File: config.mk
export PLATFORM = sky130hd
export DESIGN_NAME = fetch_queue_stage_flat
export DESIGN_NICKNAME = d
export VERILOG_FILES = /design/src/rtl/fetch_queue_stage_if.sv /design/src/rtl/fetch_queue_stage.sv /design/src/flat_wrapper.sv
export SDC_FILE = /design/constraint.sdc
export NUM_CORES = 1
export LEC_CHECK = 0
export BUFFER_PORTS_ARGS = -buffer_cell sky130_fd_sc_hd__buf_4
export CAP_MARGIN = 5
export CORE_AREA = 5 5 131 133
export DETAILED_ROUTE_END_ITERATION = 12
export DIE_AREA = 0 0 136 138
export MAX_ROUTING_LAYER = met4
export PLACE_DENSITY = 0.78
export SLEW_MARGIN = 20
export SYNTH_ARGS = -nofsm -noshare
export SYNTH_HDL_FRONTEND = slang
export SYNTH_SLANG_ARGS = --single-unit
File: constraint.sdc
create_clock -name clk -period 2.85 [get_ports clk]
set_clock_uncertainty 0.1 [all_clocks]
set_input_delay 0.285 -clock clk [delete_from_list [all_inputs] [get_ports clk]]
set_output_delay 0.285 -clock clk [all_outputs]
set_load 0.05 [all_outputs]
File: src/rtl/fetch_queue_stage_if.sv
// Bundle between the fetch queue stage and its neighbours: the hazard controls,
// the redirect from MEM, the instruction memory port and the IF/ID head.
// Handshake at IF/ID: the head transfers on a cycle with out_valid=1 and stall=0.
// While stall=1 the out_* fields hold their values.
interface fetch_queue_stage_if #(
   parameter int data_width    = 32,
   parameter int address_width = 12
);
   logic                     stall;
   logic                     flush;
   logic                     pc_src;
   logic [address_width-1:0] branch_target;
   logic                     imem_req;
   logic [address_width-1:0] imem_addr;
   logic [data_width-1:0]    imem_rdata;
   logic                     out_valid;
   logic [data_width-1:0]    out_instruction;
   logic [address_width-1:0] out_pc;
   logic [address_width-1:0] out_pc_plus_4;

   modport master (
      input  stall, flush, pc_src, branch_target, imem_rdata,
      output imem_req, imem_addr, out_valid, out_instruction, out_pc, out_pc_plus_4
   );

   modport slave (
      output stall, flush, pc_src, branch_target, imem_rdata,
      input  imem_req, imem_addr, out_valid, out_instruction, out_pc, out_pc_plus_4
   );
endinterface

File: src/rtl/fetch_queue_stage.sv
// Instruction fetch stage with a small PC-tagged instruction queue between a
// one-cycle synchronous instruction memory and the IF/ID boundary.
module fetch_queue_stage #(
   parameter int                       data_width    = 32,
   parameter int                       address_width = 12,
   parameter int                       queue_depth   = 4,
   parameter logic [address_width-1:0] reset_pc      = '0
) (
   input  logic                 clk,
   input  logic                 reset,
   fetch_queue_stage_if.master  bus
);
   localparam int ptr_w = $clog2(queue_depth);
   localparam int cnt_w = ptr_w + 1;

   typedef logic [address_width-1:0] addr_t;
   typedef logic [data_width-1:0]    data_t;

   addr_t            fetch_pc_q, fetch_pc_d;
   addr_t            q_pc_q    [queue_depth];
   addr_t            q_pc_d    [queue_depth];
   data_t            q_instr_q [queue_depth];
   data_t            q_instr_d [queue_depth];
   logic [ptr_w-1:0] rd_ptr_q, rd_ptr_d;
   logic [ptr_w-1:0] wr_ptr_q, wr_ptr_d;
   logic [cnt_w-1:0] count_q, count_d;
   logic             inflight_q, inflight_d;
   addr_t            inflight_pc_q, inflight_pc_d;

   logic             kill;
   logic             req;
   logic             push;
   logic             pop;
   logic             head_valid;
   logic [cnt_w:0]   occupancy;

   // Credit uses registered occupancy only, so a same-cycle pop never frees a slot.
   always_comb begin
      kill       = bus.pc_src | bus.flush;
      head_valid = (count_q != '0);
      occupancy  = {1'b0, count_q} + {{cnt_w{1'b0}}, inflight_q};
      req        = !reset && !kill && (occupancy < (cnt_w + 1)'(queue_depth));
      push       = inflight_q && !kill;
      pop        = head_valid && !bus.stall && !kill;
   end

   assign bus.imem_req        = req;
   assign bus.imem_addr       = fetch_pc_q;
   assign bus.out_valid       = head_valid && !reset;
   assign bus.out_instruction = reset ? '0 : q_instr_q[rd_ptr_q];
   assign bus.out_pc          = reset ? '0 : q_pc_q[rd_ptr_q];
   assign bus.out_pc_plus_4   = reset ? '0 : q_pc_q[rd_ptr_q] + addr_t'(4);

   always_comb begin
      fetch_pc_d    = fetch_pc_q;
      q_pc_d        = q_pc_q;
      q_instr_d     = q_instr_q;
      rd_ptr_d      = rd_ptr_q;
      wr_ptr_d      = wr_ptr_q;
      count_d       = count_q;
      inflight_d    = inflight_q;
      inflight_pc_d = inflight_pc_q;

      // Replay restarts at the oldest PC decode has not yet consumed.
      if (bus.pc_src) begin
         fetch_pc_d = bus.branch_target;
      end else if (bus.flush) begin
         if (head_valid) begin
            fetch_pc_d = q_pc_q[rd_ptr_q];
         end else if (inflight_q) begin
            fetch_pc_d = inflight_pc_q;
         end
      end

      if (kill) begin
         rd_ptr_d   = '0;
         wr_ptr_d   = '0;
         count_d    = '0;
         inflight_d = 1'b0;
      end else begin
         if (push) begin
            q_pc_d[wr_ptr_q]    = inflight_pc_q;
            q_instr_d[wr_ptr_q] = bus.imem_rdata;
            wr_ptr_d            = wr_ptr_q + 1'b1;
         end
         if (pop) begin
            rd_ptr_d = rd_ptr_q + 1'b1;
         end
         count_d    = count_q + cnt_w'(push) - cnt_w'(pop);
         inflight_d = req;
         if (req) begin
            inflight_pc_d = fetch_pc_q;
            fetch_pc_d    = fetch_pc_q + addr_t'(4);
         end
      end
   end

   always_ff @(posedge clk) begin
      if (reset) begin
         fetch_pc_q    <= reset_pc;
         rd_ptr_q      <= '0;
         wr_ptr_q      <= '0;
         count_q       <= '0;
         inflight_q    <= 1'b0;
         inflight_pc_q <= '0;
      end else begin
         fetch_pc_q    <= fetch_pc_d;
         rd_ptr_q      <= rd_ptr_d;
         wr_ptr_q      <= wr_ptr_d;
         count_q       <= count_d;
         inflight_q    <= inflight_d;
         inflight_pc_q <= inflight_pc_d;
      end
   end

   // Queue payload needs no reset; it is only observed behind count.
   always_ff @(posedge clk) begin
      q_pc_q    <= q_pc_d;
      q_instr_q <= q_instr_d;
   end
endmodule

File: src/flat_wrapper.sv
// flat-port wrapper written by rule: the top's interface ports become plain ports
module fetch_queue_stage_flat 
#(
   parameter int                       data_width    = 32,
   parameter int                       address_width = 12,
   parameter int                       queue_depth   = 4,
   parameter logic [address_width-1:0] reset_pc      = '0
)
  (clk, reset, bus_stall, bus_flush, bus_pc_src, bus_branch_target, bus_imem_rdata, bus_imem_req, bus_imem_addr, bus_out_valid, bus_out_instruction, bus_out_pc, bus_out_pc_plus_4);
  fetch_queue_stage_if #(.data_width(data_width), .address_width(address_width)) bus_i ();
  input  logic clk;
  input  logic reset;
  input wire logic [$bits(bus_i.stall)-1:0] bus_stall;
  input wire logic [$bits(bus_i.flush)-1:0] bus_flush;
  input wire logic [$bits(bus_i.pc_src)-1:0] bus_pc_src;
  input wire logic [$bits(bus_i.branch_target)-1:0] bus_branch_target;
  input wire logic [$bits(bus_i.imem_rdata)-1:0] bus_imem_rdata;
  output wire logic [$bits(bus_i.imem_req)-1:0] bus_imem_req;
  output wire logic [$bits(bus_i.imem_addr)-1:0] bus_imem_addr;
  output wire logic [$bits(bus_i.out_valid)-1:0] bus_out_valid;
  output wire logic [$bits(bus_i.out_instruction)-1:0] bus_out_instruction;
  output wire logic [$bits(bus_i.out_pc)-1:0] bus_out_pc;
  output wire logic [$bits(bus_i.out_pc_plus_4)-1:0] bus_out_pc_plus_4;
  assign bus_i.stall = bus_stall;
  assign bus_i.flush = bus_flush;
  assign bus_i.pc_src = bus_pc_src;
  assign bus_i.branch_target = bus_branch_target;
  assign bus_i.imem_rdata = bus_imem_rdata;
  assign bus_imem_req = bus_i.imem_req;
  assign bus_imem_addr = bus_i.imem_addr;
  assign bus_out_valid = bus_i.out_valid;
  assign bus_out_instruction = bus_i.out_instruction;
  assign bus_out_pc = bus_i.out_pc;
  assign bus_out_pc_plus_4 = bus_i.out_pc_plus_4;
  fetch_queue_stage #(.data_width(data_width), .address_width(address_width), .queue_depth(queue_depth), .reset_pc(reset_pc)) u_core (.clk(clk), .reset(reset), .bus(bus_i));
endmodule
==> run_results.csv, run 1 <==
group,metric,value,unit
cells_and_area,num_antenna_cells,0,
clock_tree,htree_levels,1,
global_route,gr-usage-all-layers,20.89,%
worst_setup_path,r2r-end,"u_core.bus.imem_addr[2]",
synth,ys_seq_elements,208,
clock_tree,numCtsBuffers,22,
worst_setup_path,start_kind,"flop",
global_route,grt_pass1_vias,5530,
clock_tree,clk_path_buf_depth,3,
timing,tightestPinTransition,909.3,ps
synth,ys_seq_area_share,67.52,%
timing,min_period_over_period,98.06,%
synth,async_reset_ff_share,0,%
job,drv_cap,0,
cells_and_area,area_delta_synth_final,26.39,%
global_route,top_usage_layer,"met2",
worst_setup_path,reg2reg_slack,350,ps
clock_tree,cts.clk_slew.worst_paths,60,ps
clock_tree,numClockSinks,208,
synth,synth_area_per_cell,16.31,um^2
worst_setup_path,crit_fanout,7,
placed_design,place.gp.congestion,0.8565,
worst_setup_path,r2r_cells,6,
global_route,grtUsageMet1,25.87,%
die,die_height,138,um
synth,yosys_warnings,0,
detailed_routing,drtIter0Drc,390,
synth,synthCells,538,
placed_design,placed_cell_area,0.009915,mm^2
die,dieArea,0.01877,mm^2
timing,finalHoldViolCount,0,
worst_setup_path,reg2reg_from,"u_core.count_q[2]",
detailed_routing,routed_wl,18900,um
die,core_region_area,0.01571,mm^2
global_route,antenna_found_initial,0,
timing,slew_violations,0,
synth,syn-cell-area,0.008776,mm^2
timing,fin_hold_ws,15.90,ps
min_path,hold_class,"primary input to flop",
timing,fmax,357.8,MHz
worst_setup_path,crit_type,"flop to primary output",
placed_design,hpwlAfterDp,11440,um
power_and_ir_drop,powerDensity,579.6,mW/mm^2
min_path,min_delay_worst_endpoint,"u_core.bus.imem_addr[0]",
global_route,grt_max_degree,81,
die,rows,46,
global_route,grt_pass1_wl,30260,um
global_route,grtUsageMet2,35.65,%
power_and_ir_drop,p_leak,0.003888,uW
global_route,gr-total-overflow,0,
detailed_routing,drc,0,
detailed_routing,via_per_inst,5.639,
clock_tree,cts_root_buf,"clkbuf_16",
clock_tree,clkLatencyLatePin,500,ps
die,initial_utilization,55.85,%
cells_and_area,drive_gt1_share,32.87,%
global_route,globalRouteMet3Util,3.120,%
timing,min_period,2795,ps
clock_tree,cts_tree,"built",
placed_design,port_buffers,118,
min_path,hold_path_depth,3,
detailed_routing,ant_nets,0,
die,die_x,136,um
synth,synth.distinct_cells,46,
power_and_ir_drop,peakVddDrop,0.0005223,V
synth,synth_nets,597,
worst_setup_path,required,2470,ps
worst_setup_path,arrival,2410,ps
detailed_routing,vias,5284,
worst_setup_path,cp-end-kind,"primary output",
timing,rsz0062_at_grt,"true",
timing,setup_tns,0,ps
min_path,min_from,"bus_branch_target[0]",
synth,synth_edf_count,176,
cells_and_area,design_area,0.01109,mm^2
timing,relSlewSlack,39.38,%
detailed_routing,drt_pass1_iterations,4,
die,ioPinCount,119,
run_status,status,"finished, final reports clean",
detailed_routing,wl_per_cell,20.17,um
synth,synth-main-ff-cell,"edfxtp_1",
cells_and_area,final_nets,764,
timing,finalSetupViolations,0,
==> routing by layer <==
metal,share of wire [%],wire length (um)
met1,39,7403
met2,53,9996
met3,5.1,959
met4,2.8,536
met5,0,0
==> synth_stat cells, types with 2 or more instances <==
library cell / count / area (um^2)
xor2_1: 11 / 96.34
and2_1: 5 / 31.28
a21oi_1: 15 / 75.07
clkbuf_1: 15 / 56.30
mux4_2: 40 / 900.9
or3_1: 2 / 12.51
and3_1: 5 / 31.28
edfxtp_1: 176 / 5285
nor3_1: 3 / 15.01
ha_1: 9 / 112.6
nand3_1: 7 / 35.03
a2111oi_0: 5 / 43.79
dfxtp_1: 32 / 640.6
mux2i_1: 13 / 130.1
nor3_2: 3 / 30.03
buf_1: 2 / 7.510
nor2b_1: 44 / 275.3
nor3b_1: 9 / 67.56
buf_4: 6 / 45.04
a221oi_1: 4 / 35.03
mux4_1: 4 / 105.1
a211oi_1: 17 / 127.6
nand4_1: 4 / 25.02
nand2_1: 29 / 108.9
xnor2_1: 8 / 70.07
a2111oi_1: 4 / 40.04
inv_1: 10 / 37.54
nor2_1: 29 / 108.9
o21ai_0: 2 / 10.01
buf_2: 9 / 45.04
==> critical path: stages (launching register included) <==
cell and delay, ps:
dfxtp_4 420, mux4_2 570, ha_4 190, and3_4 170
nor3b_4 150, xnor2_1 120, nor2_1 120, buf_6 180
==> worst max-delay path by stage <==
stage / startpoint / to / slack (ps)
global placement: u_core.rd_ptr_q[0] / bus_out_pc_plus_4[10] / 280
global route: u_core.rd_ptr_q[0] / bus_out_pc_plus_4[10] / -40
floorplan: u_core.rd_ptr_q[0] / bus_out_pc_plus_4[10] / 6
CTS: u_core.rd_ptr_q[0] / bus_out_pc_plus_4[11] / -8
detailed placement: u_core.rd_ptr_q[0] / bus_out_pc_plus_4[10] / 250
finish: u_core.rd_ptr_q[0] / bus_out_pc_plus_4[10] / 60
==> area by class of cell <==
class,instances,area (um^2)
clock buffers,31,645.6
clock inverters,9,45.04
fillers,1012,4621
inverters,10,41.29
multi-input cells,285,2655
flip-flops and latches,208,5933
well taps,216,270.3
repair buffers,177,1496
repair inverters,1,5.005
==> power breakdown <==
group,internal (uW),total (uW),switching [uW]
clock,1570,2670,1100
sequential,3310,3340,30.1
combinational,164,416,252
==> cells in the final DEF, fill, tap and decap left out, drive strengths merged, types with 10 or more instances in the layout <==
cell	instances
nor2b	44
a21oi	15
mux4	44
nor3b	10
xor2	11
nor2	29
dfxtp	32
edfxtp	176
dlygate4sd3	33
buf	144
mux2i	13
a211oi	17
nand2	29
clkbuf	31
==> through the flow <==
stage	power (uW)	instances	util, %	worst slack [ps]
floorplan	3621	538	-	5.919
global placement	3765	852	63.10	282.2
detailed placement	3778	852	63.10	254.6
CTS	6482	931	69.99	-8.204
global route	6635	937	70.59	-38.49
finish	6429	937	70.59	55.41
==> sequential cells by signal, summed over array words and instances, names as in the netlist <==
signal                count
u_core.bus.imem_addr     12
u_core.q_instr_q        128
u_core.q_pc_q            48
u_core.count_q            3
u_core.rd_ptr_q           2
u_core.wr_ptr_q           2
u_core.inflight_pc_q     12
u_core.inflight_q         1
==> logic make-up after synthesis <==
kind of cell | Yosys count | synth area share, %
buf+inv | 45 | 2.595
xor+xnor | 19 | 1.896
fa+ha+maj | 10 | 1.511
simple gates | 146 | 9.139
mux | 58 | 13.12
flops | 208 | 67.52
compound gates | 52 | 4.220
==> what timing repair did <==
item / CTS / global route
hold buffers: 33 / 0
endpoints found under the setup margin: 9 / 6
gates resized for setup: 8 / 11
cloned: 1 / 0
setup buffers: 5 / 6
hold endpoints to repair: 129 / 0
pin swaps: 0 / 3
No activity file was read; power rests on OpenSTA's default activity.
==> run 2, diff against run 1 <==
clock period = 2.6 ns   (was 2.85 ns; I/O delays follow)
==> run_results.csv, run 2 (synthesized netlist as in run 1, its figures left out) <==
group,metric,value,unit
timing,min_period_over_period,105.1,%
cells_and_area,final_nets,773,
worst_setup_path,cp-end-kind,"primary output",
worst_setup_path,reg2reg_from,"u_core.rd_ptr_q[0]",
timing,rsz0062_at_grt,"true",
cells_and_area,mostFrequentLayoutCells,"176 x edfxtp_1, 129 x buf_4, 44 x nor2b_1",
placed_design,port_buffers,118,
detailed_routing,ant_nets,0,
detailed_routing,drt_pass1_iterations,7,
cells_and_area,area_delta_synth_final,28.53,%
cells_and_area,num_antenna_cells,0,
die,rows,46,
global_route,gr-usage-all-layers,20.51,%
power_and_ir_drop,total_power,6993,uW
worst_setup_path,slowest_stage,"mux4_2",
timing,setup_tns,-579.8,ps
cells_and_area,design_area,0.01128,mm^2
worst_setup_path,crit_fanout,6,
global_route,antenna_found_initial,0,
worst_setup_path,arrival,2370,ps
global_route,gr-total-overflow,0,
die,ioPinCount,119,
placed_design,dp_slack,198.0,ps
die,initial_utilization,55.85,%
cells_and_area,fill_cells,955,
timing,fmax,365.8,MHz
cells_and_area,drive_gt1_share,34.39,%
timing,finalSetupViolations,7,
min_path,hold_path_depth,3,
clock_tree,cts.clk_slew.worst_paths,60,ps
power_and_ir_drop,p_leak,0.003969,uW
min_path,min_delay_worst_endpoint,"u_core.bus.imem_addr[3]",
worst_setup_path,start_kind,"flop",
clock_tree,cts_root_buf,"clkbuf_16",
min_path,min_from,"bus_branch_target[3]",
cells_and_area,largest_reg_flops,128,
global_route,grt_max_degree,47,
job,drv_cap,0,
timing,setup_ws,-133.5,ps
power_and_ir_drop,peakVddDrop,0.0004399,V
die,die_x,136,um
clock_tree,numClockSinks,208,
run_status,status,"finished, violations left",
clock_tree,numCtsBuffers,22,
die,core_region_area,0.01571,mm^2
run_status,violations,"negative setup slack",
cells_and_area,top_register,"u_core.q_instr_q",
timing,relSlewSlack,65.05,%
cells_and_area,top_regs,"u_core.q_instr_q (128), u_core.q_pc_q (48)",
timing,min_period,2733,ps
timing,finalHoldViolCount,0,
detailed_routing,drc,0,
detailed_routing,routed_wl,18810,um
worst_setup_path,crit_type,"flop to primary output",
detailed_routing,vias,5343,
detailed_routing,via_per_inst,5.666,
worst_setup_path,r2r-end,"u_core.bus.imem_addr[5]",
placed_design,hpwlAfterDp,11650,um
die,dieArea,0.01877,mm^2
die,die_height,138,um
global_route,grt_pass1_vias,5646,
detailed_routing,drtIter0Drc,358,
global_route,grt_pass1_wl,29750,um
clock_tree,clkLatencyLatePin,490,ps
worst_setup_path,r2r_cells,9,
worst_setup_path,reg2reg_slack,290,ps
timing,tightestPinTransition,524.2,ps
placed_design,placed_cell_area,0.009978,mm^2
worst_setup_path,worstPathCellList,"mux4_2 -> ha_4 -> and3_4 -> nor3b_4 -> xnor2_2 -> nor2_2 -> buf_6",
min_path,hold_class,"primary input to flop",
worst_setup_path,cpPeakStageDelay,560,ps
clock_tree,cts_tree,"built",
placed_design,place.gp.congestion,0.8589,
power_and_ir_drop,powerDensity,620.0,mW/mm^2
clock_tree,htree_levels,1,
worst_setup_path,required,2240,ps
timing,slew_violations,0,
clock_tree,clk_path_buf_depth,3,
cells_and_area,mostFrequentLayoutCell,"edfxtp_1",
detailed_routing,wl_per_cell,19.95,um
-- run 2: cell count changes in the layout (fill, tap and decap cells not counted), sizes merged --
cell / delta
buf: +8
clkbuf: -2
clkinvlp: -2
bufinv: +1
dlygate4sd3: +1
-- run 2: final cells by class --
class                           instances  area, um^2  share of cell area [%]
Inverter                               10       41.29                  0.3661
Sequential cell                       208        5931                   52.58
Multi-Input combinational cell        285        2706                   23.99
Tap cell                              216       270.3                   2.396
Clock buffer                           28       594.3                   5.269
Timing Repair Buffer                  187        1672                   14.82
Clock inverter                          9       65.06                  0.5768
-- run 2: metal layers --
layer | global-route usage [%] | vias up | wire length (um)
met1 | 25.60 | 2666 | 7331
met2 | 34.16 | 200 | 9899
li1 | - | 2427 | -
met3 | 3.048 | 50 | 1035
met4 | 7.533 | 0 | 547
met5 | - | - | 0
-- run 2: how the worst max path moves through the flow --
stage / start / to / slack, ps / cells past startpoint
3_5_place_dp: u_core.rd_ptr_q[0] / bus_out_pc_plus_4[10] / 200 / 7
6_report: u_core.rd_ptr_q[0] / bus_out_pc_plus_4[10] / -130 / 7
2_1_floorplan: u_core.rd_ptr_q[0] / bus_out_pc_plus_4[10] / -0.8 / 7
4_1_cts: u_core.rd_ptr_q[0] / bus_out_pc_plus_4[10] / -120 / 7
5_1_grt: u_core.rd_ptr_q[0] / bus_out_pc_plus_4[10] / -210 / 7
3_3_place_gp: u_core.rd_ptr_q[0] / bus_out_pc_plus_4[10] / 230 / 7
-- run 2: timing repair --
item                                    CTS  global route
hold endpoints to repair                130             0
gates resized for setup                  29            17
pin swaps                                 6             6
buffers inserted                          8             5
cloned                                    0             1
hold buffers                             34             0
endpoints found under the setup margin   10            33
-- run 2: power by group --
group	internal [uW]	switching (uW)	total (uW)	leakage, uW
Clock	1700	1170	2870	0.000322
Combinational	185	277	462	0.00171
Sequential	3630	33.2	3660	0.00193
-- run 2: metrics by stage --
| step | util [%] | cells | hold WS [ps] |
|---|---|---|---|
| floorplan | - | 538 | 258.9 |
| global placement | 63.51 | 859 | 358.5 |
| detailed placement | 63.51 | 859 | 362.6 |
| CTS | 70.91 | 938 | 43.53 |
| global route | 71.79 | 943 | 66.85 |
| finish | 71.79 | 943 | 41.08 |
-- run 2: critical path: cells and delay by family, from the launching register on --
family        cells  cell delay, ps
xor+xnor          1             130
flops             1             410
fa+ha+maj         1             190
buf+inv           1             170
simple gates      3             420
mux               1             560
